File: src/rtl/join_pkg.sv
// join_pkg: shared constants and phase enum for the request/acknowledge join.
package join_pkg;
  localparam int SYNC_STAGES_DEF = 2;
  typedef enum logic {IDLE, REQ_HIGH} phase_t;
endpackage

File: src/rtl/sync_bit.sv
// sync_bit: STAGES-deep flop chain with async active-low reset; STAGES=0 passes straight through.
module sync_bit #(
  parameter int STAGES = 2
) (
  input  logic clk,
  input  logic rst_n,
  input  logic d_i,
  output logic q_o
);
  if (STAGES == 0) begin : g_bypass
    assign q_o = d_i;
  end else begin : g_chain
    logic [STAGES-1:0] chain_q;
    always_ff @(posedge clk or negedge rst_n) begin
      if (!rst_n) chain_q <= '0;
      else begin
        chain_q[0] <= d_i;
        for (int i = 1; i < STAGES; i++) chain_q[i] <= chain_q[i-1];
      end
    end
    assign q_o = chain_q[STAGES-1];
  end
endmodule

File: src/rtl/join_param.sv
// join_param: C-element join of size upstream 4-phase channels into one downstream channel,
// with synchronized inputs and a sticky protocol violation flag.
module join_param
  import join_pkg::*;
#(
  parameter int size        = 2,
  parameter int SYNC_STAGES = SYNC_STAGES_DEF
) (
  input  logic            clk,
  input  logic            rst_n,
  input  logic [size-1:0] req_in,
  output logic [size-1:0] ack_in,
  output logic            req_out,
  input  logic            ack_out,
  output logic            protocol_err
);
  logic [size-1:0] req_s, req_prev_q;
  logic            ack_s, ack_prev_q, ack_q, err_q, err_d;
  phase_t          phase_q, phase_d;
  for (genvar g = 0; g < size; g++) begin : g_req_sync
    sync_bit #(.STAGES(SYNC_STAGES)) u_req (.clk(clk), .rst_n(rst_n), .d_i(req_in[g]), .q_o(req_s[g]));
  end
  sync_bit #(.STAGES(SYNC_STAGES)) u_ack (.clk(clk), .rst_n(rst_n), .d_i(ack_out), .q_o(ack_s));
  // Set and clear are mutually exclusive since they need opposite ack_s values.
  always_comb begin
    phase_d = (&req_s && !ack_s) ? REQ_HIGH : (~|req_s && ack_s) ? IDLE : phase_q;
    err_d   = err_q
            | (phase_q == REQ_HIGH && !ack_s && |(req_prev_q & ~req_s))
            | (phase_q == IDLE && ack_s && !ack_prev_q);
  end
  always_ff @(posedge clk or negedge rst_n) begin
    if (!rst_n) begin
      phase_q    <= IDLE;
      ack_q      <= 1'b0;
      err_q      <= 1'b0;
      req_prev_q <= '0;
      ack_prev_q <= 1'b0;
    end else begin
      phase_q    <= phase_d;
      ack_q      <= ack_s;
      err_q      <= err_d;
      req_prev_q <= req_s;
      ack_prev_q <= ack_s;
    end
  end
  assign req_out      = (phase_q == REQ_HIGH);
  assign ack_in       = {size{ack_q}};
  assign protocol_err = err_q;
endmodule

File: config.mk
export PLATFORM = sky130hd
export DESIGN_NAME = join_param
export DESIGN_NICKNAME = d
export VERILOG_FILES = /design/src/rtl/join_pkg.sv /design/src/rtl/sync_bit.sv /design/src/rtl/join_param.sv
export SDC_FILE = /design/constraint.sdc
export NUM_CORES = 1
export LEC_CHECK = 0
export ABC_AREA = 1
export CAP_MARGIN = 25
export CORE_AREA = 5 5 42 44
export DETAILED_ROUTE_END_ITERATION = 8
export DIE_AREA = 0 0 47 49
export PLACE_DENSITY = 0.49
export SLEW_MARGIN = 30
export SYNTH_ARGS = -nofsm -noshare
export SYNTH_HDL_FRONTEND = slang
export SYNTH_SLANG_ARGS = --single-unit
File: constraint.sdc
create_clock -name clk -period 0.83 [get_ports clk]
set_input_delay 0.166 -clock clk [delete_from_list [all_inputs] [get_ports clk]]
set_output_delay 0.166 -clock clk [all_outputs]
set_load 0.02 [all_outputs]
# After elaboration in Yosys (flattened, before gate mapping)
# Cells that the tools add are included.
# W data, S select, Z words.
[op_classes]
reduce_logical = 13
n_mux = 2
bitwise = 5
[ops]
columns = ["op", "n"]
rows = [
  ["$logic_and A1 B1 Y1", 6],
  ["$reduce_or A2 Y1", 2],
  ["$logic_not A1 Y1", 3],
  ["$and A2 B2 Y2", 1],
  ["$mux W1", 2],
  ["$not A2 Y2", 1],
  ["$or A1 B1 Y1", 2],
  ["$reduce_and A2 Y1", 1],
  ["$reduce_bool A2 Y1", 1],
  ["$not A1 Y1", 1],
]
[word_totals]
output_inout_bits = 4
word_cells = 27
input_bits = 5
register_bits = 11

# Logic depth before layout (Yosys ltp)
# Gate-level depths: netlist of run 1.
[logic_depth]
ltp_word = 6
ltp_mapped = 5
ltp_nobuf = 5

# Hierarchy
# Synthesis of run 1 repeated with hierarchy kept, for this count alone.
[hier_totals]
cells_unflattened = 33
hier_area_um2 = 366.6
[by_module_without_submodules]
columns = ["module", "seq_area_each_um2", "n_inst", "cells_per_inst", "area_each_um2"]
rows = [
  ["join_param", 125.1, 1, 27, 216.5],
  ["sync_bit", 50.0, 3, 2, 50.0],
]

# Worst setup path after synthesis of run 1
# Ideal clock, no wire load.
[synth_path]
kind = "register to register"
startpoint = "reg phase_q, in the netlist req_out"
endpoint = "reg err_q, in the netlist protocol_err"
path_buffers = 0
path_stages_with_launch = 6
setup_time_ps = 116
path_slack_ps = 14
t_arrival_ps = 701
required_time_ps = 714
period_less_slack_ps = 816
path_cell_list = "dfrtp_1 inv_1 nand3_1 nand2_1 inv_1 nand2_1"
[synth_via]
elab_chain_cells = 4
word_cells_on_any_way = 7
classes_between = "3 x bitwise; 4 x reduce/logical"
[synth_rtl]
columns = ["element", "line", "rtl"]
rows = [
  ["from (decl)", "join_param.sv:19", "phase_t phase_q, phase_d;"],
  ["from (signal assigned)", "join_param.sv:39", "phase_q <= phase_d;"],
  ["$logic_and A1 B1 Y1 / $not A1 Y1 (equally long branches)", "join_param.sv:28, join_param.sv:29", ""],
  ["$logic_and A1 B1 Y1 (on tied branches)", "join_param.sv:28, join_param.sv:29", ""],
  ["$or A1 B1 Y1 / $logic_and A1 B1 Y1 (equally long branches)", "join_param.sv:28, join_param.sv:29", ""],
  ["$or A1 B1 Y1 *", "join_param.sv:29", "| (phase_q == IDLE && ack_s && !ack_prev_q);"],
  ["net err_d", "join_param.sv:18", "logic ack_s, ack_prev_q, ack_q, err_q, err_d;"],
  ["to (signal assigned)", "join_param.sv:41", "err_q <= err_d;"],
  ["to (decl)", "join_param.sv:18", ""],
]
# The timed path passes the listed nets; every way through them passes the cells marked *.
# A chain may end at the register's enable or synchronous reset.

==> results.md, run 1 <==
* Status: finished, violations left
* Failing checks: negative setup slack
* Min Tclk post-route at 0.9744 ns
* Final Util at 0.3750
* Via count at 235
* Clock latency on the worst-skew pair at 0.26 ns
* DIE AREA at 2303 um^2
* Reg2reg end: protocol_err$_DFF_PN0_
* Slew Limit Fails at 0
* PD cells at 2030 nW/um^2
* Most frequent cells in the layout: dfrtp_1, nand2_1, inv_1, clkdlybuf4s50_1
* Inserted Clock Buffers at 3
* Clk pin slew, worst setup/hold paths at 0.06 ns
* Worst Setup Path Type: reg2out
* Inserted Diodes at 0
* Crit-path cells: buf_2
* FF-to-FF setup slack at 0 ns
* Row count at 14
* Syn Std Cell Area at 366.6 um^2
* Worst reg-to-reg path cell count at 5
* Ys Warns at 0
* DR pass1 iterations at 1
* Worst path arrival time at 0.81 ns
* Final wirelength at 589 um
* Worst Path Max Fanout at 3
* Critical path buffers and inverters at 1
* Setup-failing EPs final at 4
* Vias in the first global route at 239
* Layout Area Growth over Synthesis at 43.34%
* DRT iter0 DRCs at 0
* Die Y at 49 um
* Maximum vdd ir drop at 0.8012 mV
* Fin. Hold Viols at 0
* Required time of the critical path at 0.66 ns
* Starting Density at 0.2616
* Distinct cell type count after synthesis at 6
* Post-synth net total at 38
* Slew of the pin with the lowest slew margin at 0.1278 ns
* Highest-delay cell along the critical path: dfrtp_1
* Die X-Extent at 47 um
* Final net count at 52
* Unrepaired setup endpoints after global routing: true
* Initial antenna violation count at 0
* Sink Count at 11
* Global Route Usage Sum at 0.05929
* Period Utilization, post-route at 1.174
* Wirelength per Cell at 9.500 um
* Worst setup EP type: output pin
* Avg Cell Area, Syn at 11.11 um^2
* I/O Buffers at 8
* CTS tree: built
* Synthesized flop and latch total at 11
* Post-Syn Instances at 33
* Commonest non-fill, non-tap cell in the layout: dfrtp_1
* Overall power at 1.067 mW
* Largest net degree at the start of global routing at 12
* Setup ws final at -0.1444 ns
* Pre-CTS setup slack at -0.3021 ns
* Worst relative slew slack at 0.9148
* Max-cap viol count at 0
* Clk buf depth at 2
* Routed Antenna Nets at 0
* CTS Root Cell: clkbuf_4
* Via density per instance at 3.790
* Number of remaining DRC errors at 0
* Max incr delay on CP at 0.38 ns
* Core Footprint at 1401 um^2
* First-pass GRT wire length at 966 um
* Leakage at 0.2618 nW
* Worst hold-check path type: in2async
* Largest delay share family, worst path: flip-flops
* Hold_buf cts at 0
* # IOs at 9
* Fmax at 1026 MHz
* R2r startpoint: req_out$_DFFE_PN0P_
* Clock Skew at 0.003865 ns
* CP startpoint kind: flop
* Seq/Total Area, Yosys at 0.7509
* Final RePlAce weighted congestion at 0.6053
* CTS H-Tree Depth at 1
* Total gr overflow at 0
* Layout cells sized above 1 at 0.3696
## how the worst max path moves through the flow
stage | from | end | slack (ns) | cells after the start
after floorplan | req_out$_DFFE_PN0P_ | protocol_err$_DFF_PN0_ | 0.01 | 5
after global placement | ack_prev_q$_DFF_PN0_ | ack_in[0] | -0.28 | 1
after detailed placement | ack_prev_q$_DFF_PN0_ | ack_in[1] | -0.30 | 1
after CTS | ack_prev_q$_DFF_PN0_ | ack_in[1] | -0.16 | 1
after global routing | ack_prev_q$_DFF_PN0_ | ack_in[0] | -0.18 | 1
final | ack_prev_q$_DFF_PN0_ | ack_in[1] | -0.14 | 1
## stage by stage
stage	hold WS, ns	cells	setup TNS, ns	instance area (um^2)
global placement	0.3347	57	-1.085	479.2
floorplan	-0.1296	33	0	366.6
detailed placement	0.3381	57	-1.137	479.2
CTS	0.2117	61	-0.5975	501.7
global route	0.2255	62	-0.7586	525.5
finish	0.2204	62	-0.5335	525.5
## timing repair
item | CTS | global route
pin swaps | 0 | 1
setup buffers | 0 | 1
resized for setup | 22 | 7
hold endpoints to repair | 0 | 0
endpoints found under the setup margin | 5 | 6
## sequential cells by signal (all words and copies together), names as in the netlist
register / cells
g_req_sync.u_req.g_chain.chain_q: 4
req_prev_q: 2
u_ack.g_chain.chain_q: 2
ack_prev_q: 1
protocol_err: 1
req_out: 1
## layout make-up
| type | count | area (um^2) |
|---|---|---|
| timing repair buffer | 11 | 111.4 |
| multi-input combinational | 14 | 66.31 |
| inverter | 6 | 25.02 |
| fill | 140 | 875.8 |
| sequential | 11 | 276.5 |
| clock buffer | 4 | 26.28 |
| tap | 16 | 20.02 |
## synth_stat cells (all sizes together)
cell,n,area share
buf,2,0.041
dfrtp,11,0.75
inv,6,0.061
nand2,8,0.082
nand3,1,0.014
nor2,5,0.051
## metal layers
| metal | part of all wire | global-route usage | vias up |
|---|---|---|---|
| li1 | - | - | 120 |
| met1 | 0.41 | 0.07586 | 109 |
| met2 | 0.53 | 0.07919 | 6 |
| met3 | 0.058 | 0.02214 | 0 |
| met4 | 0 | 0.04147 | 0 |
| met5 | 0 | 0 | - |
## logic make-up (layout without fill, tap and decap cells)
family                 after synthesis  in the layout  share of synthesized area
and+or+nand+nor                     14             14                     0.1468
buffers and inverters                8             21                     0.1024
DFF                                 11             11                     0.7508
## where the power goes
part | switching, mW | internal [mW]
logic | 0.0652 | 0.0740
registers | 0.0212 | 0.566
clock network | 0.155 | 0.185
total | 0.241 | 0.826
No activity file was read; power rests on OpenSTA's default activity.
==> run 2, diff against run 1 <==
RECOVER_POWER = 25   (was unset)
==> run 2 against run 1 <==
The flow still finishes with violations (negative setup slack); critical path depth stayed put; clock skew barely moved; routed wire length is 0.51% higher; non-clock buffer count unchanged; first-iteration DRC count unchanged; worst hold slack improved by 0.081 ns; design area shrank 1.4%; final cell count is the same; sequential power about the same; clock power barely moved; critical endpoint unchanged; largest power group unchanged.
==> results.md, run 2 (synthesis gave the netlist of run 1 again) <==
* Vias in the first global route at 239
* Routed Antenna Nets at 0
* Status: finished, violations left
* Hold_buf cts at 0
* Final net count at 52
* Maximum vdd ir drop at 0.8011 mV
* Wirelength per Cell at 9.548 um
* I/O Buffers at 8
* Final RePlAce weighted congestion at 0.6053
* Via density per instance at 3.790
* Row count at 14
* Min Tclk post-route at 0.9746 ns
* Clock latency on the worst-skew pair at 0.26 ns
* Comb pwr share at 0.125
* Reg with most FFs: g_req_sync.u_req.g_chain.chain_q
* # IOs at 9
* Die Y at 49 um
* Largest net degree at the start of global routing at 12
* Largest register FFs at 4
* Period Utilization, post-route at 1.174
* Clk pin slew, worst setup/hold paths at 0.06 ns
* Worst Setup Path Type: reg2out
* Crit-path cells: buf_2
* Slew of the pin with the lowest slew margin at 0.4801 ns
* P_int at 0.8200 mW
* Setup-failing EPs final at 4
* Unrepaired setup endpoints after global routing: true
* FF-to-FF setup slack at 0 ns
* R2r startpoint: req_out$_DFFE_PN0P_
* Highest-delay cell along the critical path: dfrtp_1
* Clock Skew at 0.003960 ns
* Reg2reg end: protocol_err$_DFF_PN0_
* Initial antenna violation count at 0
* Global Route Usage Sum at 0.05929
* Leakage at 0.2655 nW
* Worst hold-check path type: in2async
* Pre-CTS setup slack at -0.3021 ns
* Critical path buffers and inverters at 1
* Required time of the critical path at 0.66 ns
* Max-cap viol count at 0
* Clk buf depth at 2
* CP startpoint kind: flop
* Number of fill cells in the layout at 140
* Sw Ratio at 0.2264
* Slew Limit Fails at 0
* Fmax at 1026 MHz
* Starting Density at 0.2616
* PD cells at 2046 nW/um^2
* Total gr overflow at 0
* First-pass GRT wire length at 966 um
* Worst reg-to-reg path cell count at 5
* Biggest regs: g_req_sync.u_req.g_chain.chain_q: 4 flops, req_prev_q: 2 flops, u_ack.g_chain.chain_q: 2 flops
* CTS Root Cell: clkbuf_4
* Setup ws final at -0.1446 ns
* Commonest non-fill, non-tap cell in the layout: dfrtp_1
* Worst relative slew slack at 0.6794
* Sequential share of power at 0.554
* Most frequent cells in the layout: dfrtp_1, nand2_1, inv_1, clkdlybuf4s50_1
* Number of remaining DRC errors at 0
* DRT iter0 DRCs at 0
* Via count at 235
* DR pass1 iterations at 1
* Worst Path Max Fanout at 3
* Largest delay share family, worst path: flip-flops
* Final wirelength at 592 um
* Inserted Clock Buffers at 3
* Max incr delay on CP at 0.38 ns
* Core Footprint at 1401 um^2
* Worst path arrival time at 0.81 ns
* Worst setup EP type: output pin
* CTS H-Tree Depth at 1
* Die X-Extent at 47 um
* Failing checks: negative setup slack
* Layout Area Growth over Synthesis at 41.30%
* Final Util at 0.3696
* Clock network power share at 0.321
* Fin. Hold Viols at 0
* Layout cells sized above 1 at 0.3478
* Inserted Diodes at 0
* NetSw at 0.2399 mW
* DIE AREA at 2303 um^2
* CTS tree: built
* Sink Count at 11
[run 2: changes by cell type in the layout (fill, tap and decap cells not counted)]
cell / delta
dlymetal6s2s_1: +1
buf_12: -1
[run 2: what timing repair did]
item                       in CTS  in global routing
pin swaps                       0                  1
buffers inserted                0                  1
gates resized for setup        22                  7
setup endpoints to repair       5                  6
cloned                          0                  0
[run 2: how the worst max path moves through the flow]
stage / slack (ns) / to / depth (start not counted) / from
2_1_floorplan: 0.01 / protocol_err$_DFF_PN0_ / 5 / req_out$_DFFE_PN0P_
3_5_place_dp: -0.30 / ack_in[1] / 1 / ack_prev_q$_DFF_PN0_
6_report: -0.14 / ack_in[1] / 1 / ack_prev_q$_DFF_PN0_
4_1_cts: -0.16 / ack_in[1] / 1 / ack_prev_q$_DFF_PN0_
3_3_place_gp: -0.28 / ack_in[0] / 1 / ack_prev_q$_DFF_PN0_
5_1_grt: -0.18 / ack_in[0] / 1 / ack_prev_q$_DFF_PN0_
[run 2: power by group through the flow]
stage	clock, mW	combinational [mW]	sequential, mW
2_1_floorplan	0	0.0382	0.600
3_3_place_gp	0	0.121	0.590
3_5_place_dp	0	0.123	0.593
4_1_cts	0.363	0.126	0.586
5_1_grt	0.373	0.146	0.592
6_report	0.340	0.132	0.588
[run 2: area by class of cell]
class,count,area (um^2),area share
flip-flops and latches,11,276.5,0.5338
repair buffers,11,103.9,0.2005
multi-input cells,14,66.31,0.1280
clock buffers,4,26.28,0.05072
inverters,6,25.02,0.04831
well taps,16,20.02,0.03865
[run 2: metal layers]
| layer | GRT usage | up-vias | part of all wire |
|---|---|---|---|
| met5 | 0 | - | 0 |
| met4 | 0.04147 | 0 | 0 |
| met3 | 0.02214 | 0 | 0.057 |
| met2 | 0.07919 | 6 | 0.53 |
| met1 | 0.07586 | 109 | 0.41 |
| li1 | - | 120 | - |
[run 2: through the flow]
step           instances  TNS (ns)  instance area (um^2)  hold WS (ns)  power (mW)
3_3_place_gp          57    -1.085                 479.2        0.3347      0.7114
2_1_floorplan         33         0                 366.6       -0.1296      0.6382
4_1_cts               61   -0.5975                 501.7        0.2117       1.075
5_1_grt               62   -0.7586                 518.0        0.3265       1.111
6_report              62   -0.5340                 518.0        0.3012       1.060
3_5_place_dp          57    -1.137                 479.2        0.3381      0.7163
==> run 3, diff against run 2 <==
TNS_END_PERCENT = 20   (was unset)
==> run 3 against run 2 <==
The run still ends with negative setup slack left; utilization down 2.9 points; sequential share of layout area up 4.2 points; clock skew about the same; worst hold slack better by 0.0022 ns; count of clock-buffer cells in the layout unchanged; die area unchanged; final cell count down 1.6%; fmax about the same; sequential cell count unchanged; combinational power down 22%.
==> results.md, run 3 (synthesis gave the netlist of run 1 again) <==
* Status: finished, violations left
* Failing checks: negative setup slack
* Commonest non-fill, non-tap cell in the layout: dfrtp_1
* Leakage at 0.2537 nW
* Period Utilization, post-route at 1.174
* Largest delay share family, worst path: flip-flops
* Final wirelength at 522 um
* CTS H-Tree Depth at 1
* Biggest regs: g_req_sync.u_req.g_chain.chain_q: 4 flops, req_prev_q: 2 flops, u_ack.g_chain.chain_q: 2 flops
* Core Footprint at 1401 um^2
* Maximum vdd ir drop at 0.7925 mV
* Slew of the pin with the lowest slew margin at 0.4841 ns
* Wirelength per Cell at 8.557 um
* Sink Count at 11
* Cell area after layout at 478.0 um^2
* CTS Root Cell: clkbuf_4
* Most frequent cells in the layout: dfrtp_1, nand2_1, nor2_1
* # IOs at 9
* Max incr delay on CP at 0.39 ns
* CTS tree: built
* CP startpoint kind: flop
* Highest-delay cell along the critical path: dfrtp_1
* Worst relative slew slack at 0.6768
* Required time of the critical path at 0.66 ns
* Via density per instance at 3.639
* Vias in the first global route at 239
* Setup TNS at -0.5283 ns
* Hold_buf cts at 0
* DIE AREA at 2303 um^2
* Starting Density at 0.2616
* Crit-path cells: buf_2
* Worst setup EP type: output pin
* Slew Limit Fails at 0
* Unrepaired setup endpoints after global routing: true
* Total gr overflow at 0
* Clock latency on the worst-skew pair at 0.26 ns
* Setup-failing EPs final at 4
* Inserted Clock Buffers at 3
* Die X-Extent at 47 um
* Clock Skew at 0.003612 ns
* Worst Setup Path Type: reg2out
* Clk buf depth at 2
* DRT iter0 DRCs at 0
* Post-Place Cell Area at 479.2 um^2
* PD cells at 2144 nW/um^2
* Fin. Hold Viols at 0
* Reg with most FFs: g_req_sync.u_req.g_chain.chain_q
* DR pass1 iterations at 1
* Multi-input logic area at 53.80 um^2
* Layout Area Growth over Synthesis at 30.38%
* I/O Buffers at 8
* Largest net degree at the start of global routing at 12
* Post_cts resized at 17
* Row count at 14
* Worst hold-check path type: in2async
* Number of fill cells in the layout at 147
* Min Tclk post-route at 0.9744 ns
* Hold_ws at 0.3034 ns
* FF+latch area at 275.3 um^2
* # Post-CTS Setup Buffers at 0
* Setup ws final at -0.1444 ns
* Via count at 222
* Global Route Usage Sum at 0.05857
* Routed Antenna Nets at 0
* First-pass GRT wire length at 952 um
* Critical path buffers and inverters at 1
* Layout cells sized above 1 at 0.2222
* Final RePlAce weighted congestion at 0.6053
* Worst Path Max Fanout at 3
* Final net count at 51
* Fmax at 1026 MHz
* Max-cap viol count at 0
* Die Y at 49 um
* Inserted Diodes at 0
* Initial antenna violation count at 0
* Clk pin slew, worst setup/hold paths at 0.06 ns
* Largest register FFs at 4
* Worst path arrival time at 0.81 ns
* Number of remaining DRC errors at 0
==> run 3: per-layer routing <==
layer	part of all wire	track usage
met5	0	0
met1	0.45	0.07356
met2	0.48	0.07919
met3	0.069	0.02214
met4	0	0.04147
==> run 3: report_power, final <==
group	switching [mW]	internal, mW
Combinational	0.0534	0.0496
Sequential	0.0162	0.566
Clock	0.154	0.185
==> run 3: final timing paths <==
check                                                                  from                                               end  slack, ns  depth (start not counted)
min reg2reg                g_req_sync[0].u_req.g_chain.chain_q[0]$_DFF_PN0_  g_req_sync[0].u_req.g_chain.chain_q[1]$_DFF_PN0_       0.35                          0
max                                                    ack_prev_q$_DFF_PN0_                                         ack_in[1]      -0.14                          1
max in group asynchronous                                             rst_n                               req_out$_DFFE_PN0P_       0.20                          2
max reg2reg                                             req_out$_DFFE_PN0P_                            protocol_err$_DFF_PN0_       0.03                          6
min                                                                   rst_n                u_ack.g_chain.chain_q[0]$_DFF_PN0_       0.30                          2
min in group clk                                                    ack_out                u_ack.g_chain.chain_q[0]$_DFF_PN0_       0.34                          1
==> run 3: stage by stage <==
stage	instances	utilization	total power, mW	setup slack, ns
finish	61	0.3411	1.025	-0.1444
global route	61	0.3411	1.076	-0.1786
CTS	61	0.3464	1.058	-0.1606
detailed placement	57	0.3420	0.7163	-0.3021
global placement	57	0.3420	0.7114	-0.2783
floorplan	33	-	0.6382	0.01356
==> run 3: area by class of cell <==
type | instances | share of cell area
Sequential cell | 11 | 0.5759
Timing Repair Buffer | 10 | 0.1675
Multi-Input combinational cell | 14 | 0.1126
Clock buffer | 4 | 0.05497
Inverter | 6 | 0.04712
Tap cell | 16 | 0.04188
==> run 3: worst register-to-register path: stages (launching register included) <==
cell     delay [ns]
dfrtp_1        0.37
buf_4          0.14
inv_2          0.04
nand3_1        0.06
nand2_1        0.06
inv_1          0.03
nand2_1        0.04
